[config.mk]
export PLATFORM = sky130hd
export DESIGN_NAME = regfile_sb
export DESIGN_NICKNAME = d
export VERILOG_FILES = /design/src/rtl/regfile_pkg.sv /design/src/rtl/regfile_sb_scoreboard.sv /design/src/rtl/regfile_sb.sv
export SDC_FILE = /design/constraint.sdc
export NUM_CORES = 1
export LEC_CHECK = 0
export CAP_MARGIN = 25
export CORE_ASPECT_RATIO = 1.2
export CORE_UTILIZATION = 42
export DETAILED_ROUTE_END_ITERATION = 6
export PLACE_DENSITY_LB_ADDON = 0.25
export SLEW_MARGIN = 20
export SYNTH_ARGS = -nofsm -noshare
export SYNTH_HDL_FRONTEND = slang
export SYNTH_SLANG_ARGS = --single-unit
[constraint.sdc]
create_clock -name clk -period 8 [get_ports clk]
set_input_delay 1.6 -clock clk [delete_from_list [all_inputs] [get_ports clk]]
set_output_delay 1.6 -clock clk [all_outputs]
set_load 0.02 [all_outputs]
[src/rtl/regfile_pkg.sv]
// rtl/regfile_pkg.sv - shared parameters, types and helpers for the register file
package regfile_pkg;

    localparam int XLEN_DEFAULT  = 32;
    localparam int NREGS_DEFAULT = 32;

    // Address width for an n-entry register file; never narrower than one bit.
    function automatic int addr_w(input int n);
        return (n < 2) ? 1 : $clog2(n);
    endfunction

    typedef logic [XLEN_DEFAULT-1:0] data_t;
    typedef logic [4:0]              reg_addr_t;

endpackage

[src/rtl/regfile_sb_scoreboard.sv]
// rtl/regfile_sb_scoreboard.sv - pending-write busy bits with reservation handshake
//
// Ports:
//   clk, reset_n        clock, asynchronous active-low reset
//   rsv_valid/rsv_addr  reservation request for a destination register
//   rsv_ready           reservation accepted this cycle (combinational)
//   we/waddr            architectural write; clears the written register's busy bit
//   flush               clears every busy bit at the edge, drops that cycle's reservation
//   busy                per-register busy vector (bit 0 is always 0)
module regfile_sb_scoreboard
    import regfile_pkg::*;
#(
    parameter int NREGS = NREGS_DEFAULT,
    localparam int AW   = addr_w(NREGS)
) (
    input  logic             clk,
    input  logic             reset_n,
    input  logic             rsv_valid,
    input  logic [AW-1:0]    rsv_addr,
    output logic             rsv_ready,
    input  logic             we,
    input  logic [AW-1:0]    waddr,
    input  logic             flush,
    output logic [NREGS-1:0] busy
);

    logic [NREGS-1:0] busy_q;
    logic [NREGS-1:0] busy_d;
    logic             rsv_fire;

    // A write landing this cycle frees the register, so a reservation of the
    // same register can be accepted immediately.
    assign rsv_ready = (rsv_addr == '0) || !busy_q[rsv_addr]
                     || (we && (waddr == rsv_addr));
    assign rsv_fire  = rsv_valid && rsv_ready;

    // Priority per register: flush > reservation > write-clear. The
    // reservation is applied after the write-clear so it wins on collision.
    always_comb begin
        busy_d = busy_q;
        if (flush) begin
            busy_d = '0;
        end else begin
            if (we && (waddr != '0)) begin
                busy_d[waddr] = 1'b0;
            end
            if (rsv_fire && (rsv_addr != '0)) begin
                busy_d[rsv_addr] = 1'b1;
            end
        end
    end

    always_ff @(posedge clk or negedge reset_n) begin
        if (!reset_n) begin
            busy_q <= '0;
        end else begin
            busy_q <= busy_d;
        end
    end

    assign busy = busy_q;

endmodule

[src/rtl/regfile_sb.sv]
// rtl/regfile_sb.sv - register file with N read ports, one write port and busy scoreboard
//
// Ports:
//   clk, reset_n           clock, asynchronous active-low reset
//   we/waddr/wdata         clocked write port (writes to x0 ignored)
//   ra/rd/rbusy            NRD packed combinational read ports, port 0 in LSBs
//   rsv_valid/rsv_addr     destination reservation request
//   rsv_ready              reservation accepted this cycle
//   flush                  synchronous clear of all busy bits, data retained
module regfile_sb
    import regfile_pkg::*;
#(
    parameter int XLEN   = XLEN_DEFAULT,
    parameter int NREGS  = NREGS_DEFAULT,
    parameter int NRD    = 2,
    parameter int BYPASS = 1,
    localparam int AW    = addr_w(NREGS)
) (
    input  logic              clk,
    input  logic              reset_n,
    input  logic              we,
    input  logic [AW-1:0]     waddr,
    input  logic [XLEN-1:0]   wdata,
    input  logic [NRD*AW-1:0] ra,
    output logic [NRD*XLEN-1:0] rd,
    output logic [NRD-1:0]    rbusy,
    input  logic              rsv_valid,
    input  logic [AW-1:0]     rsv_addr,
    output logic              rsv_ready,
    input  logic              flush
);

    localparam bit BYP = (BYPASS != 0);

    logic [XLEN-1:0]  mem [NREGS];
    logic [NREGS-1:0] valid;
    logic [NREGS-1:0] busy;
    logic             wr_en;

    assign wr_en = we && (waddr != '0);

    // The data array has no reset; the valid vector masks stale contents.
    always_ff @(posedge clk) begin
        if (reset_n && wr_en) begin
            mem[waddr] <= wdata;
        end
    end

    always_ff @(posedge clk or negedge reset_n) begin
        if (!reset_n) begin
            valid <= '0;
        end else if (wr_en) begin
            valid[waddr] <= 1'b1;
        end
    end

    regfile_sb_scoreboard #(
        .NREGS (NREGS)
    ) u_scoreboard (
        .clk       (clk),
        .reset_n   (reset_n),
        .rsv_valid (rsv_valid),
        .rsv_addr  (rsv_addr),
        .rsv_ready (rsv_ready),
        .we        (we),
        .waddr     (waddr),
        .flush     (flush),
        .busy      (busy)
    );

    for (genvar i = 0; i < NRD; i++) begin : g_rd
        logic [AW-1:0]   addr;
        logic            hit;
        logic [XLEN-1:0] rdata;

        assign addr = ra[i*AW +: AW];
        // Forwarding is suppressed during reset so rd reads as zero throughout.
        assign hit  = BYP && reset_n && wr_en && (waddr == addr);

        always_comb begin
            rdata = '0;
            if (hit) begin
                rdata = wdata;
            end else if ((addr != '0) && valid[addr]) begin
                rdata = mem[addr];
            end
        end

        assign rd[i*XLEN +: XLEN] = rdata;
        assign rbusy[i] = !hit && (addr != '0) && busy[addr];
    end

endmodule

; ---- Yosys cells after proc, flatten, opt, wreduce, memory -nomap -nowiden
; Memories as Yosys holds them, arrays and structs flattened.
; Cells that the tools add are included.
[op_classes]
n_eq_ne = 3
n_reduce_logical = 25
muxes = 24
n_lt_le_gt_ge = 6
bitwise = 4
[ops]
columns = operator, count
row1 = $mux W32, 8
row2 = $or A32 B32 Y32, 2
row3 = $and A32 B32 Y32, 1
row4 = $not A32 Y32, 1
row5 = $bmux W1 S5, 5
row6 = $lt A5 B6 Y1 const B, 4
row7 = $reduce_bool A5 Y1, 4
row8 = $eq A5 B5 Y1, 3
row9 = $logic_and A1 B1 Y1, 15
row10 = $demux W1 S5, 2
row11 = $ge A5 B1 Y1 const B, 2
row12 = $mux W1, 9
row13 = $logic_not A5 Y1, 1
row14 = $logic_not A1 Y1, 3
row15 = $logic_or A1 B1 Y1, 2
[word_totals]
regBits = 64
wordCells = 65
out_inout_bits = 67
ramBits = 1024
n_memories = 1
[mem_list]
columns = memory, words, width, rd, rd_ports_with_merged_regs, wr, line
row1 = mem, 32, 32, 2, 0, 1, regfile_sb.sv:35  ; logic [XLEN-1:0] mem [NREGS];

; ---- Logic depth before layout (Yosys ltp)
; Gate-level depths: netlist (run 1).
[depth]
word_depth = 11
depth_mapped = 9
mapped_depth_nobuf = 5

; ---- Cells and area by module
; A second synthesis (run 1) with hierarchy kept.
[hier_totals]
cells_unflattened = 2894
hier_area_um2 = 52252.6
[by_module_without_submodules]
columns = module, area_each_um2, instances, cells_per_inst, seq_area_each_um2
row1 = regfile_sb, 50260.7, 1, 2666, 31550.3
row2 = regfile_sb_scoreboard, 1991.9, 1, 228, 800.8

; ---- Worst setup path after synthesis (run 1)
; No wires, ideal clock.
[synth_timing]
path_kind = in2out
from = in ra[8]
to = out rd[63]
setup_slack_ns = 2.873
t_arrival_ns = 3.527
cell_stages = 8
required_ns = 6.400
path_buffers = 4
path_cell_list = buf_2 buf_2 buf_1 buf_2 nand2_1 o22ai_1 nor2_1 o21ai_0
[synth_between]
elab_chain_cells = 5
word_cells_on_any_way = 9
[synth_lines]
columns = element, line
row1 = from (decl), regfile_sb.sv:24  ; input logic [NRD*AW-1:0] ra,
row2 = $bmux W1 S5, regfile_sb.sv:84  ; end else if ((addr != '0) && valid[addr]) begin
row3 = $mux W1 (implied by the code), regfile_sb.sv:84
row4 = $logic_and A1 B1 Y1, regfile_sb.sv:84
row5 = $mux W32, regfile_sb.sv:84
row6 = $mux W32 (*), regfile_sb.sv:82  ; if (hit) begin
row7 = to (decl), regfile_sb.sv:25  ; output logic [NRD*XLEN-1:0] rd,
; Mark *: on every way between the ends. The rest lies on a longest branch, timed or not. The select of a mux whose other input is x is not followed.

; ---- Worst setup path after layout (run 1)
[layout_timing]
from = in ra[3]
to = out rd[24]
; The elaborated chain is that of the path after synthesis.

==> results of run 1 <==
==> flip-flops by register name (all words and copies together) (netlist names) <==
signal and cells:
mem 1024, u_scoreboard.busy 32, valid 32
==> area by class of cell <==
class	instances	area [sq um]
fillers	10200	63800
flip-flops and latches	1088	32400
diodes	2	5.00
inverters	2	15.0
clock buffers	129	2950
clock inverters	83	968
repair buffers	219	2050
well taps	1644	2060
multi-input cells	1491	18800
==> logic make-up (layout without fill, tap and decap cells) <==
| group | Yosys count | after routing | synth area share |
|---|---|---|---|
| DFF | 1088 | 1088 | 0.622 |
| muxes | 802 | 802 | 0.284 |
| and+or+nand+nor | 379 | 379 | 0.0372 |
| AOI/OAI and AO/OA | 263 | 263 | 0.0326 |
| buffers and inverters | 220 | 433 | 0.0218 |
| xor gates and xnor gates | 15 | 15 | 0.00252 |
| other | 1 | 34 | 0.0000720 |
==> per-stage QoR <==
| stage | power (mW) | hold WS [ps] | worst slack, ps | cells | area [sq um] |
|---|---|---|---|---|---|
| after floorplan | 7.28 | 442 | 2870 | 2799 | 52200 |
| after global placement | 7.77 | 384 | 856 | 4440 | 55200 |
| after detailed placement | 7.80 | 387 | 887 | 4441 | 55300 |
| after CTS | 13.3 | 402 | 881 | 4653 | 59200 |
| after global routing | 13.6 | 421 | 724 | 4657 | 59200 |
| final | 13.2 | 402 | 851 | 4658 | 59200 |
==> power by group through the flow <==
| stage | Clock (mW) | Combinational (mW) | Sequential [mW] |
|---|---|---|---|
| after global routing | 5.83 | 1.38 | 6.37 |
| after floorplan | 0 | 0.811 | 6.46 |
| after CTS | 5.62 | 1.32 | 6.37 |
| after detailed placement | 0 | 1.31 | 6.49 |
| final | 5.54 | 1.31 | 6.37 |
| after global placement | 0 | 1.29 | 6.48 |
==> metal layers <==
| layer | up-vias | part of all wire | wire [um] | GRT usage |
|---|---|---|---|---|
| met1 | 16200 | 0.39 | 63400 | 0.358 |
| met4 | 0 | 0.037 | 6010 | 0.0947 |
| met3 | 321 | 0.089 | 14400 | 0.0443 |
| li1 | 12000 | - | - | - |
| met2 | 1638 | 0.48 | 78400 | 0.416 |
| met5 | - | 0 | 0 | 0 |
==> cell usage in the layout, fill, tap and decap left out, types with 9 or more instances in the layout <==
| cell | synthesis | routed |
|---|---|---|
| and3_2 | 1 | 11 |
| nand2_1 | 91 | 90 |
| clkinv_1 | 0 | 27 |
| nor2_1 | 107 | 104 |
| o22ai_1 | 110 | 110 |
| o32ai_1 | 14 | 14 |
| nor2b_1 | 25 | 25 |
| o31ai_1 | 17 | 17 |
| clkbuf_16 | 0 | 116 |
| edfxtp_1 | 1024 | 1024 |
| clkinv_2 | 0 | 18 |
| nand3b_1 | 14 | 14 |
| a211oi_1 | 24 | 24 |
| mux2i_1 | 255 | 255 |
| nand2b_1 | 31 | 27 |
| buf_12 | 0 | 10 |
| conb_1 | 1 | 32 |
| o21ai_0 | 36 | 36 |
| clkbuf_1 | 87 | 13 |
| o21ai_1 | 30 | 30 |
| clkdlybuf4s50_1 | 0 | 101 |
| and2_2 | 0 | 18 |
| dfrtp_1 | 64 | 64 |
| mux4_2 | 532 | 532 |
| buf_2 | 58 | 14 |
| buf_4 | 32 | 84 |
| bufinv_16 | 0 | 18 |
| nand3_1 | 10 | 10 |
| nor4_1 | 10 | 10 |
| or2_2 | 26 | 26 |
| a21oi_1 | 9 | 9 |
| mux2_2 | 9 | 9 |
==> worst reg2reg max path, stage by stage, from the launching register on <==
cell	delay [ps]
dfrtp_1	400
mux4_1	580
a32oi_1	230
nand4_1	160
and2_2	420
o32ai_1	440
==> how the worst max path moves through the flow <==
| stage | from | endpoint | depth (start not counted) |
|---|---|---|---|
| 6_report | ra[3] | rd[24] | 8 |
| 5_1_grt | ra[3] | rd[24] | 8 |
| 4_1_cts | ra[3] | rd[24] | 8 |
| 3_5_place_dp | ra[3] | rd[24] | 8 |
| 3_3_place_gp | ra[3] | rd[24] | 8 |
| 2_1_floorplan | ra[8] | rd[63] | 8 |
==> flow_metrics.py, run 1 <==
metrics = {
    "min_path": {
        "holdPathEnd": "valid[0]",
        "hp-class": "flip-flop to flip-flop",
        "min_from": "valid[0]",
        "hold_path_depth": 0,
    },
    "yosys": {
        "synth.most_common_cell": "edfxtp_1",
        "syn_inst": 2768,
        "ys_seq_area_frac": 0.622,
        "avgSynthCellArea_sq_um": 18.8,
        "yosys.area.top_type_share": 0.591,
        "ys_top_cells_by_count": "edfxtp_1, mux4_2, mux2i_1",
        "synth_edf_count": 1024,
        "synthArstFlopShare": 0.0588,
        "synthTopCellsByArea": "edfxtp_1, mux4_2, mux2i_1, dfrtp_1, o22ai_1",
        "synth_ff_type": "edfxtp_1",
        "synth-seq-cells": 1088,
        "yosysTopAreaCell": "edfxtp_1",
        "yosys_warnings": 0,
        "synth.distinct_cells": 57,
        "netlist_area_sq_um": 52000,
    },
    "setup_path": {
        "critical_path_arrival_ps": 5550,
        "reg2reg_to": "u_scoreboard.busy[29]",
        "regToRegStartpoint": "u_scoreboard.busy[21]",
        "end_kind": "output port",
        "cp-start-kind": "input pin",
        "worst-path-buf-inv": 3,
        "crit_chain": "clkdlybuf4s50_1 -> nand2b_2 -> nor3_1 -> a2111oi_0 -> a2111o_2 -> buf_4 -> o21ai_0 -> clkdlybuf4s50_1",
        "cp.required_ps": 6400,
        "ff2ff_setup_slack_ps": 5630,
        "crit_fanout": 18,
        "worstSetupPathType": "input pin to output port",
        "worst_path_most_repeated_cell": "clkdlybuf4s50_1",
        "r2r_cells": 5,
        "worst_path_max_delay_cell": "clkdlybuf4s50_1",
        "path_delay_family": "buffers and inverters",
        "cpPeakStageDelay_ps": 800,
    },
    "timing": {
        "worst_slew_pin_slew_ps": 1110,
        "setup_violations": 0,
        "hold_violations": 0,
        "finalSetupTns_ps": 0,
        "finalCritPeriodShare": 0.894,
        "fin_crit_ps": 7150,
        "finalClockSkew_ps": 6.06,
        "rsz0062_at_grt": "no",
        "max_freq_mhz": 140,
        "drv_slew": 0,
        "slew_headroom": 0.258,
    },
    "layout": {
        "finalNetCount": 2973,
        "utilization": 0.481,
        "syn2layout_area_growth_pct": 13.7,
        "drive_above_1_share": 0.303,
    },
    "place": {
        "dp_hpwl_um": 90100,
        "io_buffers": 123,
        "gp_congestion": 0.897,
    },
    "power_and_ir_drop": {
        "p_leak_nw": 19.2,
        "p_seq_frac": 0.481,
        "peakVddDrop_v": 0.000185,
        "p_int_mw": 10.1,
        "p_sw_mw": 3.11,
        "p_per_area_nw_per_um2": 223,
        "p_comb_frac": 0.099,
        "swShare": 0.235,
        "power.share.clock": 0.419,
    },
    "clock_tree": {
        "clock_latency_ps": 690,
        "cts_buffers": 114,
        "cts.clk_slew.worst_paths_ps": 60,
        "clock_path_buffers": 3,
        "cts.repair.resized": 0,
        "post_cts_buffers": 0,
        "root_buffer": "clkbuf_16",
        "htree_levels": 3,
        "ctsHoldBuffers": 0,
        "cts_tree": "built",
        "cts_sinks": 1088,
    },
    "detailed_routing": {
        "postRouteAntennaNets": 0,
        "num_vias": 30200,
        "drt_iter0_markers": 3754,
        "via_per_inst": 6.49,
        "avgRoutedWirePerCell_um": 34.8,
        "drc": 0,
        "dr.pass1.iters": 6,
        "drt-total-wl_um": 162000,
    },
    "global_route": {
        "track_usage": 0.260,
        "grt_pass1_wl_um": 229000,
        "grt.overflow.total": 0,
        "first_global_vias": 31200,
        "grt_max_degree": 101,
        "antenna_found_initial": 2,
    },
    "floorplan": {
        "io_pins": 124,
        "die_x_um": 323,
        "die_h_um": 388,
        "row_count": 141,
        "initial_core_util": 0.423,
        "core_area_sq_um": 123000,
        "die_area_sq_um": 125000,
    },
    "run": {
        "cap_violations": 0,
    },
    "run_status": {
        "status": "finished clean",
    },
}
No activity file was read; power rests on OpenSTA's default activity.
==> run 2, diff against run 1 <==
==> constraint.sdc (replaced) <==
create_clock -name clk -period 8 [get_ports clk]
set_input_delay 1.6 -clock clk [delete_from_list [all_inputs] [get_ports clk]]
set_output_delay 1.6 -clock clk [all_outputs]
set_load 0.01 [all_outputs]
==> run 2 against run 1 <==
Net effect:
- combinational power is essentially flat
- fmax grew 1.9%
- register-to-register slack gained 90 ps
- via count shrank 1.0%
- hold slack lost 0.97 ps
- count of clock-buffer cells in the layout shrank 2
- clock skew grew 1.2 ps
- critical endpoint is now rd[32]
- largest cell class unchanged
- final area shrank 0.57%
- non-clock buffer count is the same
- worst setup slack gained 130 ps
- wire length shrank 1.6%
==> flow_metrics.py, run 2 (synthesized netlist as in run 1, its figures left out) <==
metrics = {
    "layout": {
        "final_cell_mix": "edfxtp_1, mux4_2, mux2i_1",
        "finish.instance_area_sq_um": 58800,
        "utilization": 0.478,
        "drive_above_1_share": 0.298,
        "layout_commonest_cell": "edfxtp_1",
        "top_register": "mem",
        "syn2layout_area_growth_pct": 13.0,
        "largest_reg_flops": 1024,
        "finalNetCount": 2969,
        "fin_cells": 4649,
        "fill_cells": 10100,
        "multiInputGateArea_sq_um": 18800,
        "seq_area_sq_um": 32400,
    },
    "timing": {
        "finalSetupTns_ps": 0,
        "setup_violations": 0,
        "rsz0062_at_grt": "no",
        "drv_slew": 0,
        "worst_slew_pin_slew_ps": 1070,
        "whs_ps": 401,
        "finalCritPeriodShare": 0.877,
        "fin_crit_ps": 7020,
        "max_freq_mhz": 142,
        "hold_violations": 0,
        "slew_headroom": 0.286,
        "finalClockSkew_ps": 7.23,
        "finalWorstSetupSlack_ps": 981,
    },
    "setup_path": {
        "cpPeakStageDelay_ps": 860,
        "end_kind": "output port",
        "cp.required_ps": 6400,
        "worst_path_most_repeated_cell": "clkdlybuf4s50_1",
        "regToRegStartpoint": "u_scoreboard.busy[13]",
        "worst_path_max_delay_cell": "or4_4",
        "critical_path_arrival_ps": 5420,
        "crit_path_start": "waddr[4]",
        "worstSetupPathType": "input pin to output port",
        "crit_chain": "clkdlybuf4s50_1 -> or3_1 -> o211ai_2 -> nor4_4 -> or4_4 -> o21ai_0 -> clkdlybuf4s50_1",
        "r2r_cells": 5,
        "crit_fanout": 32,
        "ff2ff_setup_slack_ps": 5720,
        "reg2reg_to": "u_scoreboard.busy[6]",
        "cp-start-kind": "input pin",
    },
    "global_route": {
        "grt_max_degree": 129,
        "grt.overflow.total": 0,
        "track_usage": 0.258,
        "first_global_vias": 31400,
        "antenna_found_initial": 5,
        "grt_pass1_wl_um": 229000,
    },
    "detailed_routing": {
        "drt-total-wl_um": 160000,
        "drc": 0,
        "postRouteAntennaNets": 0,
        "num_vias": 29900,
        "dr.pass1.iters": 5,
        "drt_iter0_markers": 3627,
        "via_per_inst": 6.44,
        "avgRoutedWirePerCell_um": 34.3,
    },
    "min_path": {
        "hp-class": "flip-flop to flip-flop",
        "min_from": "valid[0]",
        "holdPathEnd": "valid[0]",
        "hold_path_depth": 0,
    },
    "place": {
        "dp_hpwl_um": 87000,
        "dp_slack_ps": 1060,
        "io_buffers": 123,
        "dp.cells": 4436,
        "gp_congestion": 0.863,
        "placed_cell_area_sq_um": 55200,
    },
    "run_status": {
        "status": "finished clean",
    },
    "clock_tree": {
        "clock_latency_ps": 700,
        "cts_buffers": 110,
        "htree_levels": 3,
        "root_buffer": "clkbuf_16",
        "ctsHoldBuffers": 0,
        "cts.repair.resized": 0,
        "cts.clk_slew.worst_paths_ps": 70,
        "cts_sinks": 1088,
        "cts_tree": "built",
        "post_cts_buffers": 0,
        "clock_path_buffers": 3,
    },
    "floorplan": {
        "die_x_um": 323,
        "initial_core_util": 0.423,
        "row_count": 141,
        "core_area_sq_um": 123000,
        "die_area_sq_um": 125000,
        "io_pins": 124,
        "die_h_um": 388,
    },
    "power_and_ir_drop": {
        "p_leak_nw": 19.0,
        "peakVddDrop_v": 0.000193,
        "fin_total_pwr_mw": 12.7,
        "p_per_area_nw_per_um2": 216,
    },
    "run": {
        "cap_violations": 0,
    },
}
[run 2: changes by cell type in the layout (fill, tap and decap cells not counted), moves of 3 or more]
| cell | change |
|---|---|
| clkbuf_1 | +3 |
| clkbuf_16 | -5 |
| clkdlybuf4s50_1 | +8 |
| buf_4 | -8 |
| clkinv_4 | +3 |
| buf_2 | -8 |
| buf_6 | +5 |
| clkinv_2 | +5 |
| bufinv_16 | -10 |
[run 2: cell type report]
cell class | instances | share of cell area
clock buffer | 127 | 0.0482
inverter | 2 | 0.000255
antenna | 1 | 0.0000425
timing repair buffer | 219 | 0.0363
tap | 1644 | 0.0350
sequential | 1088 | 0.550
clock inverter | 77 | 0.0113
multi-input combinational | 1491 | 0.319
[run 2: worst max-delay path by stage]
stage	endpoint	slack [ps]	cells after the start
6_report	rd[32]	980	7
5_1_grt	rd[2]	740	8
4_1_cts	rd[2]	1030	8
3_5_place_dp	rd[2]	1060	8
3_3_place_gp	rd[2]	940	7
2_1_floorplan	rd[58]	3010	9
[run 2: where the power goes]
part,leakage [nW],switching (mW),internal (mW)
registers,10.1,0.0488,6.32
logic,7.27,0.724,0.566
clock network,1.71,2.23,2.81
[run 2: critical path, delay by kind of cell]
kind	cells	cell delay, ps
buf+inv	2	1290
simple gates	3	1430
compound gates	2	1050
[run 2: per-layer routing]
layer | track usage | vias to the layer above | share of wire
met5 | 0 | - | 0
met4 | 0.0970 | 0 | 0.037
met3 | 0.0409 | 300 | 0.087
met2 | 0.419 | 1584 | 0.49
met1 | 0.348 | 16000 | 0.38
li1 | - | 12000 | -
